==> config.mk <==
export PLATFORM = sky130hd
export DESIGN_NAME = cla_pipe_addsub
export DESIGN_NICKNAME = d
export VERILOG_FILES = /design/src/rtl/cla_pipe_addsub.sv
export SDC_FILE = /design/constraint.sdc
export NUM_CORES = 1
export LEC_CHECK = 0
export BUFFER_PORTS_ARGS = -buffer_cell sky130_fd_sc_hd__buf_2
export CAP_MARGIN = 20
export CORE_MARGIN = 2
export CORE_UTILIZATION = 51
export CTS_BUF_LIST = sky130_fd_sc_hd__clkbuf_4
export CTS_CLUSTER_DIAMETER = 30
export DETAILED_ROUTE_END_ITERATION = 16
export GPL_ROUTABILITY_DRIVEN = 1
export PLACE_DENSITY = 0.79
export SYNTH_ARGS = -nofsm -noshare
export SYNTH_HDL_FRONTEND = slang
export SYNTH_SLANG_ARGS = --single-unit
==> constraint.sdc <==
create_clock -name clk -period 3.55 [get_ports clk]
set_input_delay 0.71 -clock clk [delete_from_list [all_inputs] [get_ports clk]]
set_output_delay 0.71 -clock clk [all_outputs]
set_load 0.01 [all_outputs]
==> src/rtl/cla_pipe_addsub.sv <==
// Pipelined carry-lookahead adder/subtractor. WIDTH bits are split into SEGS
// segments built from GROUP-bit lookahead groups, one operation per cycle.
module cla_pipe_addsub #(
  parameter int WIDTH = 32,
  parameter int GROUP = 4,
  parameter int SEGS  = 2
) (
  input  logic             clk,
  input  logic             rst_n,
  input  logic             in_valid,
  output logic             in_ready,
  input  logic [WIDTH-1:0] a,
  input  logic [WIDTH-1:0] b,
  input  logic             cin,
  input  logic             sub,
  output logic             out_valid,
  input  logic             out_ready,
  output logic [WIDTH-1:0] sum,
  output logic             cout,
  output logic             ovf,
  output logic             zero
);

  localparam int SW = WIDTH / SEGS;
  localparam int NG = SW / GROUP;

  logic             adv;
  logic [WIDTH-1:0] bx;
  logic             c0;

  logic             outValid_q;
  logic [WIDTH-1:0] sum_q;
  logic             cout_q;
  logic             ovf_q;
  logic             zero_q;

  // One stall signal freezes every register, so in_ready is simply "output free".
  assign adv       = !outValid_q || out_ready;
  assign in_ready  = adv;
  assign bx        = sub ? ~b : b;
  assign c0        = cin ^ sub;

  assign out_valid = outValid_q;
  assign sum       = sum_q;
  assign cout      = cout_q;
  assign ovf       = ovf_q;
  assign zero      = zero_q;

  // Returns {carry_out, sum} of one SW-bit segment built from GROUP-bit groups.
  function automatic logic [SW:0] claSeg(
    input logic [SW-1:0] x,
    input logic [SW-1:0] y,
    input logic          ci
  );
    logic [SW-1:0] p;
    logic [SW-1:0] g;
    logic [SW-1:0] c;
    logic [NG-1:0] gp;
    logic [NG-1:0] gg;
    logic [NG:0]   gc;
    p = x ^ y;
    g = x & y;
    for (int j = 0; j < NG; j++) begin
      gp[j] = 1'b1;
      gg[j] = 1'b0;
      for (int i = 0; i < GROUP; i++) begin
        gg[j] = g[j*GROUP+i] | (p[j*GROUP+i] & gg[j]);
        gp[j] = gp[j] & p[j*GROUP+i];
      end
    end
    // Each group carry is formed directly from group G/P terms, not rippled.
    for (int j = 0; j <= NG; j++) begin
      gc[j] = ci;
      for (int m = 0; m < j; m++) begin
        gc[j] = gg[m] | (gp[m] & gc[j]);
      end
    end
    for (int j = 0; j < NG; j++) begin
      for (int i = 0; i < GROUP; i++) begin
        c[j*GROUP+i] = gc[j];
        for (int m = 0; m < i; m++) begin
          c[j*GROUP+i] = g[j*GROUP+m] | (p[j*GROUP+m] & c[j*GROUP+i]);
        end
      end
    end
    return {gc[NG], p ^ c};
  endfunction

  // Stages 0..SEGS-2 carry the not-yet-added upper operand slices (skew) and the
  // already finished lower sum slices (deskew) alongside the segment carry.
  for (genvar k = 0; k < SEGS - 1; k++) begin : g_stg
    localparam int LW = (k + 1) * SW;
    localparam int RW = WIDTH - LW;

    logic [SW-1:0] segA;
    logic [SW-1:0] segB;
    logic          segC;
    logic          vIn;
    logic [RW-1:0] upA;
    logic [RW-1:0] upB;
    logic [LW-1:0] sumD;
    logic [SW:0]   res;

    logic          v_q;
    logic          carry_q;
    logic [LW-1:0] sum_q;
    logic [RW-1:0] aRem_q;
    logic [RW-1:0] bRem_q;

    if (k == 0) begin : g_first
      assign segA = a[SW-1:0];
      assign segB = bx[SW-1:0];
      assign segC = c0;
      assign vIn  = in_valid;
      assign upA  = a[WIDTH-1:SW];
      assign upB  = bx[WIDTH-1:SW];
      assign sumD = res[SW-1:0];
    end else begin : g_next
      assign segA = g_stg[k-1].aRem_q[SW-1:0];
      assign segB = g_stg[k-1].bRem_q[SW-1:0];
      assign segC = g_stg[k-1].carry_q;
      assign vIn  = g_stg[k-1].v_q;
      assign upA  = g_stg[k-1].aRem_q[RW+SW-1:SW];
      assign upB  = g_stg[k-1].bRem_q[RW+SW-1:SW];
      assign sumD = {res[SW-1:0], g_stg[k-1].sum_q};
    end

    assign res = claSeg(segA, segB, segC);

    always_ff @(posedge clk or negedge rst_n) begin
      if (!rst_n) begin
        v_q     <= 1'b0;
        carry_q <= 1'b0;
        sum_q   <= '0;
        aRem_q  <= '0;
        bRem_q  <= '0;
      end else if (adv) begin
        v_q     <= vIn;
        carry_q <= res[SW];
        sum_q   <= sumD;
        aRem_q  <= upA;
        bRem_q  <= upB;
      end
    end
  end

  logic [SW-1:0]    lastA;
  logic [SW-1:0]    lastB;
  logic             lastC;
  logic             lastVin;
  logic [SW:0]      lastRes;
  logic [WIDTH-1:0] lastSum;
  logic             msbCarry;
  logic             ovfD;
  logic             zeroD;

  if (SEGS == 1) begin : g_single
    assign lastA   = a;
    assign lastB   = bx;
    assign lastC   = c0;
    assign lastVin = in_valid;
    assign lastSum = lastRes[SW-1:0];
  end else begin : g_tail
    assign lastA   = g_stg[SEGS-2].aRem_q;
    assign lastB   = g_stg[SEGS-2].bRem_q;
    assign lastC   = g_stg[SEGS-2].carry_q;
    assign lastVin = g_stg[SEGS-2].v_q;
    assign lastSum = {lastRes[SW-1:0], g_stg[SEGS-2].sum_q};
  end

  assign lastRes = claSeg(lastA, lastB, lastC);

  // Carry into the MSB is recovered from its sum bit and half-sum.
  assign msbCarry = lastA[SW-1] ^ lastB[SW-1] ^ lastRes[SW-1];
  assign ovfD     = msbCarry ^ lastRes[SW];
  assign zeroD    = (lastSum == '0);

  always_ff @(posedge clk or negedge rst_n) begin
    if (!rst_n) begin
      outValid_q <= 1'b0;
      sum_q      <= '0;
      cout_q     <= 1'b0;
      ovf_q      <= 1'b0;
      zero_q     <= 1'b0;
    end else if (adv) begin
      outValid_q <= lastVin;
      sum_q      <= lastSum;
      cout_q     <= lastRes[SW];
      ovf_q      <= ovfD;
      zero_q     <= zeroD;
    end
  end

endmodule

# Word level (Yosys, flattened, before mapping)
# Index checks and enable logic that the tools add are counted.
[classes]
muxes = 1
bitwise = 147
n_reduce_logical = 3
[op_table]
columns = ["op", "n"]
rows = [
  ["1-bit bitwise AND", 80],
  ["16-bit XOR", 4],
  ["1-bit OR", 56],
  ["16-bit bitwise AND", 2],
  ["32-bit zero test", 1],
  ["32-bit two-way mux", 1],
  ["32-bit NOT", 1],
  ["1-bit XOR", 4],
  ["1-bit zero test", 1],
  ["1-bit logical OR", 1],
]
[totals]
register_bits = 86
input_bits = 70
out_inout_bits = 37
word_cells = 161

# Longest topological paths before layout
[depth]
ltp_word = 21
depth_mapped = 13
depth_no_buf = 13

# Worst setup path before layout
# OpenSTA, ideal clock, no wires.
[synth_timing]
kind = "input -> register"
start = "input port sub"
end = "register g_stg[0].sum_q[15]"
setup_ps = 77
arrival_time_ps = 3508
required_ps = 3473
slack_ps = -35
path_stages = 13
n_path_buf = 2
cell_sequence = "buf_4 -> buf_2 -> xor2_1 -> ha_1 -> nand2_1 -> o21ai_0 -> a221o_1 -> a21oi_1 -> fa_1 -> fa_1 -> fa_1 -> xor2_1 -> a21oi_1"
[synth_between]
elab_chain_cells = 20
elab_cells_between_ends = 44
cone_classes = "mux (1); bitwise (43)"
[synth_lines]
columns = ["element", "line_no", "source"]
rows = [
  ["start: declaration", "15", "input logic sub,"],
  ["32-bit two-way mux", "40", "assign bx = sub ? ~b : b;"],
  ["16-bit XOR or 16-bit bitwise AND (tied branches)", "61, 62", ""],
  ["1-bit bitwise AND", "67", "gg[j] = g[j*GROUP+i] | (p[j*GROUP+i] & gg[j]);"],
  ["1-bit OR", "67", ""],
  ["1-bit bitwise AND", "67", ""],
  ["1-bit OR", "67", ""],
  ["1-bit bitwise AND", "67", ""],
  ["1-bit OR", "67", ""],
  ["[... 4 more ...]", "--", ""],
  ["1-bit OR", "75", "gc[j] = gg[m] | (gp[m] & gc[j]);"],
  ["1-bit bitwise AND", "82", "c[j*GROUP+i] = g[j*GROUP+m] | (p[j*GROUP+m] & c[j*GROUP+i]);"],
  ["1-bit OR", "82", ""],
  ["1-bit bitwise AND", "82", ""],
  ["1-bit OR", "82", ""],
  ["1-bit bitwise AND", "82", ""],
  ["1-bit OR", "82", ""],
  ["16-bit XOR (*)", "86", "return {gc[NG], p ^ c};"],
  ["end signal: assignment", "140", "sum_q <= sumD;"],
  ["end: declaration", "106", "logic [LW-1:0] sum_q;"],
]
# Every way passes the cells marked *; elsewhere a longest branch is shown, timed or not.
# A chain may end at the register's enable or synchronous reset.

# Final worst setup path
[layout_timing]
start = "register g_stg[0].aRem_q[0]"
end = "register zero_q, in the netlist zero"
[layout_between]
elab_cells_between_ends = 43
cone_classes = "bitwise (42); reduce/logical (1)"
[layout_lines]
columns = ["element", "line_no", "source"]
rows = [
  ["start: declaration", "107", "logic [RW-1:0] aRem_q;"],
  ["start signal: assignment", "141", "aRem_q <= upA;"],
  ["16-bit bitwise AND", "62", "g = x & y;"],
  ["1-bit bitwise AND", "67", ""],
  ["1-bit OR", "67", ""],
  ["1-bit bitwise AND", "67", ""],
  ["1-bit OR", "67", ""],
  ["1-bit bitwise AND", "67", ""],
  ["1-bit OR", "67", ""],
  ["1-bit OR (*)", "75", ""],
  ["1-bit bitwise AND (*)", "75", ""],
  ["1-bit OR (*)", "75", ""],
  ["1-bit bitwise AND (*)", "82", ""],
  ["1-bit OR (*)", "82", ""],
  ["1-bit bitwise AND (*)", "82", ""],
  ["1-bit OR (*)", "82", ""],
  ["16-bit XOR (*)", "86", ""],
  ["via lastRes[10]", "151", "logic [SW:0] lastRes;"],
  ["32-bit zero test (*)", "176", "assign zeroD = (lastSum == '0);"],
  ["end signal: assignment", "190", "zero_q <= zeroD;"],
  ["end: declaration", "35", "logic zero_q;"],
]
# Mark *: on every way through the listed nets, which the timed path passes. The rest lies on a longest branch.

==> reports/metrics.yaml <==
finalSetupViolations: 0
power_frac_comb_pct: 39.3
intPower_mw: 2.04
die_h_um: 102
fin_skew_ns: 0.0281
cts.root.buffer_cell: "clkbuf_4"
ys_seq_elements: 86
crit_path_cell_trace: "ha_1 > a21oi_2 > nor2_1 > or3_4 > a21oi_4 > inv_1 > fa_2 > fa_2 > fa_1 > nor4_2 > nand4_1 > o31ai_1"
hpwl_um: 8120
num-nets-final: 752
vias: 3778
tightestPinTransition_ns: 0.856
synth_async_sr_flop_share_pct: 100
grt.overflow.total: 0
r2r-end: "zero"
hp-class: "input port to async pin"
rows: 35
clock_path_buffers: 2
synth_cell_types: 37
maxCapViolCount: 0
clock_sinks: 86
r2r_slack_ns: 0.007
crit_type: "register to register"
htree_levels: 3
synth_nets: 641
clockPowerShare_pct: 16.4
drc_errors: 0
max-vdd-ir-drop_v: 0.000220
critPathCaptureType: "register"
placed_area_um2: 5580
antenna_found_initial: 0
drt-pass1-iter-count: 5
grtUsageMet1_pct: 31.0
synthCells: 515
grt_util_met3_pct: 5.11
syn_area_per_cell_um2: 9.45
grt_pass1_vias: 3871
worstPathMaxFanout: 2
detail_route.vias_per_cell: 4.97
synthesis.area_um2: 4870
grtUsageMet2_pct: 35.2
slew_headroom_pct: 43.0
io_pins: 107
critPathMaxStageDelay_ns: 0.50
cts.clk_slew.worst_paths_ns: 0.15
antenna-diode-count: 0
dp_slack_ns: -0.164
grt_pass1_wl_um: 17900
die_area_um2: 10300
die_w_um: 102
track_usage_pct: 22.5
grt-busiest-layer: "met2"
fin_util_pct: 63.0
synth_top_area_share_pct: 44.2
ys.flop_type: "dfrtp_1"
status: "completed"
area_growth_pct: 19.6
finalMaxSlewViolations: 0
tns_ns: 0
r2r_start: "g_stg[0].aRem_q[0]"
postRouteAntennaNets: 0
drive_gt1_share_pct: 24.7
cp.required_ns: 3.89
rsz0062_at_grt: "yes"
post-route-period-util_pct: 99.8
port_buffers: 106
power_density_nw_per_um2: 564
hold_viol_final: 0
wl_per_cell_um: 14.3
seq_area_frac_synth_pct: 44.2
drt-total-wl_um: 10900
max_freq_mhz: 282
crit_arrival_ns: 3.88
p_sw_share_pct: 37.8
crit_end: "zero"
hold_slack_ns: 0.176
first_iter_violations: 197
p_leak_nw: 3.00
path_common_cell: "fa_2"
cts_tree: "done"
cp-startpoint: "g_stg[0].aRem_q[0]"
synth_edf_count: 0
period_needed_ns: 3.54
synthTopCellsByArea: "dfrtp_1 44%, nand2_1 12%, fa_1 9.9%"
switching_power_mw: 1.24
gp_congestion: 0.862
ff2ff_path_depth: 12
setup_slack_ns: 0.00710
core_um2: 9240
slowest_stage: "fa_1"
grt_max_degree: 92
yosys_warnings: 0
seq_power_share_pct: 44.3
startpoint_type: "register"
nFillCells: 797
start_util_pct: 52.7
synth_largest_area_cell: "dfrtp_1"
cts_buffers: 9
design_area_um2: 5820
clk_latency_ns: 0.45
-- layer usage --
| metal | vias to the layer above | wire length (µm) |
|---|---|---|
| met1 | 1766 | 4970 |
| met3 | 15 | 539 |
| met5 | - | 0 |
| met2 | 112 | 5170 |
| met4 | 0 | 191 |
| li1 | 1885 | - |
-- cells in the final DEF, fill, tap and decap left out, drive strengths merged --
| master | n |
|---|---|
| a211oi | 1 |
| a21o | 5 |
| a21oi | 35 |
| a221o | 1 |
| a22o | 1 |
| and2 | 1 |
| and4 | 3 |
| buf | 123 |
| bufinv | 1 |
| clkbuf | 9 |
| clkinv | 5 |
| clkinvlp | 1 |
| dfrtp | 86 |
| fa | 24 |
| ha | 32 |
| inv | 32 |
| nand2 | 153 |
| nand2b | 1 |
| nand3 | 3 |
| nand4 | 4 |
| nor2 | 28 |
| nor2b | 3 |
| nor4 | 8 |
| nor4b | 1 |
| o21ai | 22 |
| o21bai | 1 |
| o311a | 1 |
| o31a | 1 |
| o31ai | 2 |
| o32ai | 1 |
| or3 | 1 |
| xnor2 | 18 |
| xor2 | 23 |
-- kinds of logic (layout without fill, tap and decap cells) --
| group | Yosys count | in the layout | share of synthesized area [%] |
|---|---|---|---|
| AOI/OAI and AO/OA | 71 | 71 | 8.22 |
| xor gates and xnor gates | 41 | 41 | 7.38 |
| adders and majority gates | 56 | 56 | 18.1 |
| buffers and inverters | 55 | 171 | 4.47 |
| DFF | 86 | 86 | 44.2 |
| and+or+nand+nor | 206 | 206 | 17.6 |
-- how the worst min path moves through the flow --
stage / to / start / slack [ns]
global placement: sum[21] / sum[21] / 0.45
floorplan: cout / rst_n / 0.41
detailed placement: sum[3] / sum[3] / 0.45
finish: cout / rst_n / 0.18
global route: out_valid / rst_n / 0.17
CTS: g_stg[0].aRem_q[9] / a[25] / 0.42
-- final cells by class --
| class | instances | area [µm²] | share of cell area (%) |
|---|---|---|---|
| timing repair buffer | 123 | 693 | 11.9 |
| multi-input combinational | 374 | 2560 | 44.0 |
| clock inverter | 7 | 65.1 | 1.12 |
| sequential | 86 | 2150 | 37.0 |
| inverter | 32 | 120 | 2.06 |
| tap | 129 | 161 | 2.77 |
| clock buffer | 9 | 67.6 | 1.16 |
-- power groups by stage --
| stage | Sequential, mW | Clock, mW | Combinational (mW) |
|---|---|---|---|
| floorplan | 1.52 | 0 | 0.664 |
| global placement | 1.46 | 0 | 1.17 |
| detailed placement | 1.48 | 0 | 1.21 |
| CTS | 1.46 | 0.551 | 1.26 |
| global route | 1.49 | 0.590 | 1.46 |
| finish | 1.45 | 0.540 | 1.29 |
-- critical path: cells and delay by family (launching register included) --
| kind | cells | cell delay [ns] |
|---|---|---|
| AO/OA/AOI/OAI | 3 | 0.54 |
| adder cells (fa/ha/maj) | 4 | 1.50 |
| buffers and inverters | 1 | 0.07 |
| flip-flops | 1 | 0.41 |
| AND/OR/NAND/NOR | 4 | 0.92 |
-- through the flow --
| step | std cells | power (mW) |
|---|---|---|
| CTS | 756 | 3.26 |
| finish | 760 | 3.28 |
| detailed placement | 739 | 2.69 |
| global placement | 739 | 2.63 |
| floorplan | 515 | 2.18 |
| global route | 760 | 3.54 |
-- Yosys cell counts, types with 3 or more instances --
master / number
o21ai_1: 18
buf_2: 6
clkbuf_1: 13
fa_1: 24
dfrtp_1: 86
nor4_1: 8
ha_1: 32
xor2_1: 23
inv_1: 31
nor2_1: 28
buf_1: 3
xnor2_1: 18
a21o_1: 5
nand4_1: 3
nand2_1: 153
o21ai_0: 4
a21oi_1: 35
nand3_1: 3
-- repair_timing --
action | 4_1_cts | 5_1_grt
endpoints found under the setup margin | 1 | 1
hold buffers | 0 | 0
pin swaps | 4 | 6
resized for setup | 8 | 5
setup buffers | 1 | 3
-- state kept, by name, summed over array words and instances, names as in the netlist --
register	flops
cout	1
g_stg.aRem_q	16
g_stg.bRem_q	16
g_stg.carry_q	1
g_stg.sum_q	16
g_stg.v_q	1
out_valid	1
ovf	1
sum	32
zero	1
(Power assumes the default switching activity.)
